File: src/rtl/lzv_norm.sv
// lzv_norm: leading-zero count and normalize unit for mantissa normalization.
//
// Ports:
//   clk   - single clock, all state updates on posedge
//   rst   - synchronous reset, active-high; clears every register
//   v     - W-bit unsigned value to normalize
//   res   - v shifted left by lzc (MSB is 1 unless v == 0), registered
//   lzc   - number of leading zeros of v (0..W), registered
//   zero  - 1 when v == 0, registered
//
// Build option: define LZV_PIPE2_EN to register the count before the
// barrel shifter (latency 2 instead of 1, throughput still 1 per clock).
module lzv_norm #(
    parameter int W  = 24,
    parameter int CW = 5
) (
    input  logic          clk,
    input  logic          rst,
    input  logic [W-1:0]  v,
    output logic [W-1:0]  res,
    output logic [CW-1:0] lzc,
    output logic          zero
);

    // The priority tree works on a power-of-two vector. Padding with zeros
    // below the LSB keeps the count exact for any non-zero v; the all-zero
    // case is caught by the root zero flag and forced to W.
    localparam int P = 1 << CW;

    logic [P-1:0] pad;
    assign pad = {v, {(P - W){1'b0}}};

    // Level gi holds P>>gi nodes; each node carries an all-zero flag and a
    // CW-bit count of leading zeros inside its 2**gi-bit span.
    for (genvar gi = 0; gi <= CW; gi++) begin : g_lvl
        localparam int N = P >> gi;
        logic [N-1:0]    z;
        logic [N*CW-1:0] c;
        if (gi == 0) begin : g_leaf
            assign z = ~pad;
            assign c = '0;
        end else begin : g_node
            localparam logic [CW-1:0] HALF = CW'(1 << (gi - 1));
            for (genvar gj = 0; gj < N; gj++) begin : g_pair
                // Upper child all zero: count continues into the lower child.
                assign z[gj] = g_lvl[gi-1].z[2*gj+1] & g_lvl[gi-1].z[2*gj];
                assign c[gj*CW +: CW] = g_lvl[gi-1].z[2*gj+1]
                                      ? (HALF | g_lvl[gi-1].c[(2*gj)*CW +: CW])
                                      : g_lvl[gi-1].c[(2*gj+1)*CW +: CW];
            end
        end
    end

    logic          all_zero;
    logic [CW-1:0] cnt_comb;
    assign all_zero = g_lvl[CW].z[0];
    assign cnt_comb = all_zero ? CW'(W) : g_lvl[CW].c[CW-1:0];

    // Operands of the barrel shifter, either straight from the input or
    // from the intermediate pipeline stage.
    logic [W-1:0]  sh_in;
    logic [CW-1:0] sh_cnt;
    logic          sh_zero;

`ifdef LZV_PIPE2_EN
    logic [W-1:0]  v_reg;
    logic [CW-1:0] cnt_reg;
    logic          zero_p_reg;

    always_ff @(posedge clk) begin
        if (rst) begin
            v_reg      <= '0;
            cnt_reg    <= '0;
            zero_p_reg <= 1'b0;
        end else begin
            v_reg      <= v;
            cnt_reg    <= cnt_comb;
            zero_p_reg <= all_zero;
        end
    end

    assign sh_in   = v_reg;
    assign sh_cnt  = cnt_reg;
    assign sh_zero = zero_p_reg;
`else
    assign sh_in   = v;
    assign sh_cnt  = cnt_comb;
    assign sh_zero = all_zero;
`endif

    // Barrel shifter: stage gi shifts by 2**gi when count bit gi is set.
    for (genvar gi = 0; gi < CW; gi++) begin : g_shf
        logic [W-1:0] s;
        if (gi == 0) begin : g_first
            assign s = sh_cnt[0] ? (sh_in << 1) : sh_in;
        end else begin : g_next
            assign s = sh_cnt[gi] ? (g_shf[gi-1].s << (1 << gi)) : g_shf[gi-1].s;
        end
    end

    logic [W-1:0]  res_reg;
    logic [CW-1:0] lzc_reg;
    logic          zero_reg;

    always_ff @(posedge clk) begin
        if (rst) begin
            res_reg  <= '0;
            lzc_reg  <= '0;
            zero_reg <= 1'b0;
        end else begin
            res_reg  <= g_shf[CW-1].s;
            lzc_reg  <= sh_cnt;
            zero_reg <= sh_zero;
        end
    end

    assign res  = res_reg;
    assign lzc  = lzc_reg;
    assign zero = zero_reg;

endmodule

File: config.mk
export PLATFORM = sky130hd
export DESIGN_NAME = lzv_norm
export DESIGN_NICKNAME = d
export VERILOG_FILES = /design/src/rtl/lzv_norm.sv
export SDC_FILE = /design/constraint.sdc
export NUM_CORES = 1
export LEC_CHECK = 0
export ABC_AREA = 1
export CAP_MARGIN = 40
export CORE_MARGIN = 5
export CORE_UTILIZATION = 53
export DETAILED_ROUTE_END_ITERATION = 16
export PLACE_DENSITY = 0.86
export RECOVER_POWER = 50
export REMOVE_ABC_BUFFERS = 1
export SLEW_MARGIN = 20
export SYNTH_ARGS = -nofsm -noshare
export SYNTH_HDL_FRONTEND = slang
export SYNTH_SLANG_ARGS = --single-unit
File: constraint.sdc
create_clock -name clk -period 3.7 [get_ports clk]
set_clock_uncertainty 0.15 [all_clocks]
set_input_delay 0.37 -clock clk [delete_from_list [all_inputs] [get_ports clk]]
set_output_delay 0.37 -clock clk [all_outputs]
set_load 0.05 [all_outputs]
==> out/results.tsv <==
metric	value	unit
status	completed	
drcViolationCount	0	
layout-drive-gt1-share	9.48	%
leakage	1.36	nW
fillers	377	
nets	426	
track_usage	24.7	%
die_y	74.3	um
finalSetupViolCount	0	
end_kind	flop	
fin_util	70.1	%
cts-buffers-inserted	5	
antenna_found_initial	0	
wl_per_cell	14.0	um
worst-path-max-fanout	24	
cts.path.max_buffers	2	
ys_async_sr_fraction	0	%
synth_adder_area_share	0	%
largest_reg_flops	24	
rows	23	
holdPathEnd	zero	
grt_pass1_vias	2329	
synth-seq-cells	30	
dr.first_iter.drc_count	268	
cp_cell_sequence	clkdlybuf4s50_1 -> nor2_1 -> nand2_1 -> nor2_1 -> nand2_4 -> inv_2 -> nand2_1 -> nand2_1 -> nor2_4 -> nand3_1 -> a21oi_2 -> o21ai_1 -> nor2_1	
arrival	2.76	ns
core_area	4000	sq um
vias_per_cell	5.77	
worstMarginPinSlew	0.711	ns
ys_seq_area_share	27.4	%
synth_area_leader_cell	dfxtp_1	
globalplace.congestion	0.900	
ys_warn_count	0	
syn_avg_cell_area	6.18	sq um
synthDistinctLibCells	29	
routed_wl	6300	um
slew_headroom	52.5	%
vias	2603	
power_density	344	nW/um^2
dr.pass1.iters	5	
final-instance-count-excl-fill	451	
min_period	2.69	ns
syn_to_final_growth	28.1	%
timing.final.crit_share	72.8	%
post_cts_buffers	0	
finalSetupTns	0	ns
synth_top_family_by_area	simple AND/OR/NAND/NOR gates	
holdPathStages	2	
required	3.77	ns
drv_slew	0	
io_pins	56	
layout_common_cells	nand3_1 (118), nand2_1 (79), nor2_1 (32), dfxtp_1 (30), dlygate4sd3_1 (29)	
worstSetupPathType	in2reg	
synth_compound_area_share	5.49	%
cp_slowest_cell	clkdlybuf4s50_1	
hold_viol	0	
clock-sinks	30	
rsz0062_at_grt	false	
cp-start-kind	input port	
ctsResizeCount	0	
ctsHoldBuffers	0	
slowest_delay	0.58	ns
synth_ff_type	dfxtp_1	
grt.overflow.total	0	
synth_edf_count	0	
maxCapViolations	0	
max_freq	371	MHz
min_from	rst	
antennaDiodeCount	0	
die_x	74.3	um
synth_area_leaders	dfxtp_1 (27%), nand3_1 (27%), nand2_1 (14%)	
dpl.cell_count	443	
cts_tree	built	
yosys.area.top_type_share	27.4	%
grt_pass1_wl	10600	um
start_util	54.7	%
htreeDepth	2	
min_path_type	in2reg	
final_common_cell	nand3_1	
die_area	5510	sq um
grt_max_degree	27	
vdd_ir_drop_max	0.000306	V
clkTransAtPathRegs	0.06	ns
io_buffer_count	55	
drtAntennaViolNets	0	
syn_inst	354	
synth-simple-area-share	57.3	%
synthXorXnorAreaFrac	0	%
crit_start	v[13]	
synth_mux_area_share	0	%
syn_area	2190	sq um
hpwlAfterDp	4700	um
cts_root_buf	clkbuf_8	
## worst max-delay path: cells and delay by family
family                 cells  cell delay, ns
AND/OR/NAND/NOR            9            1.40
buffers and inverters      2            0.65
AO/OA/AOI/OAI              2            0.33
## per-stage QoR
step	instance area [sq um]	hold WS [ns]	worst slack [ns]	total power [mW]
after detailed placement	2710	0.947	0.758	0.710
after global placement	2710	0.935	0.797	0.707
after floorplan	2060	0.292	0.760	0.588
final	2800	0.665	1.01	0.963
after global routing	2800	0.696	0.742	1.02
after CTS	2810	0.665	1.04	0.978
## synth_stat cells (3+ instances only)
cell type / number
nor2_1: 31
inv_2: 3
nor2_4: 3
nand4_1: 6
o21bai_1: 3
dfxtp_1: 30
nand2_1: 79
nor3_1: 3
nand3_1: 118
o21ai_0: 5
buf_2: 11
nand2_2: 5
nor2_2: 5
clkbuf_1: 4
inv_1: 19
buf_4: 3
nand3_2: 3
a21oi_1: 9
## layout make-up
| class | instances | area, sq um | share of cell area, % |
|---|---|---|---|
| tap | 50 | 62.6 | 2.23 |
| timing repair buffer | 60 | 588 | 21.0 |
| clock inverter | 1 | 5.00 | 0.179 |
| sequential | 30 | 601 | 21.4 |
| multi-input combinational | 281 | 1380 | 49.2 |
| clock buffer | 7 | 86.3 | 3.08 |
| inverter | 22 | 82.6 | 2.95 |
## how the worst max path moves through the flow
stage	slack, ns	endpoint
2_1_floorplan	0.76	res[15]
3_3_place_gp	0.80	res[13]
3_5_place_dp	0.76	res[10]
4_1_cts	1.04	res[10]
5_1_grt	0.74	res[13]
6_report	1.01	res[10]
## power breakdown
part	internal [mW]	leakage, nW	total, mW	switching [mW]
combinational	0.115	1.07	0.344	0.229
sequential	0.348	0.249	0.353	0.00531
clock	0.150	0.0482	0.266	0.117
total	0.612	1.36	0.963	0.351
## per-layer routing
layer / global-route usage, % / share of wire (%)
met1: 32.5 / 41
met5: 0 / 0
met2: 40.6 / 46
met3: 4.73 / 10
met4: 8.50 / 2.0
## cell families after synthesis
logic type / after synthesis
AO/OA/AOI/OAI: 21
buffers and inverters: 43
flip-flops: 30
AND/OR/NAND/NOR: 260
Power figures use the tool's default switching activity.
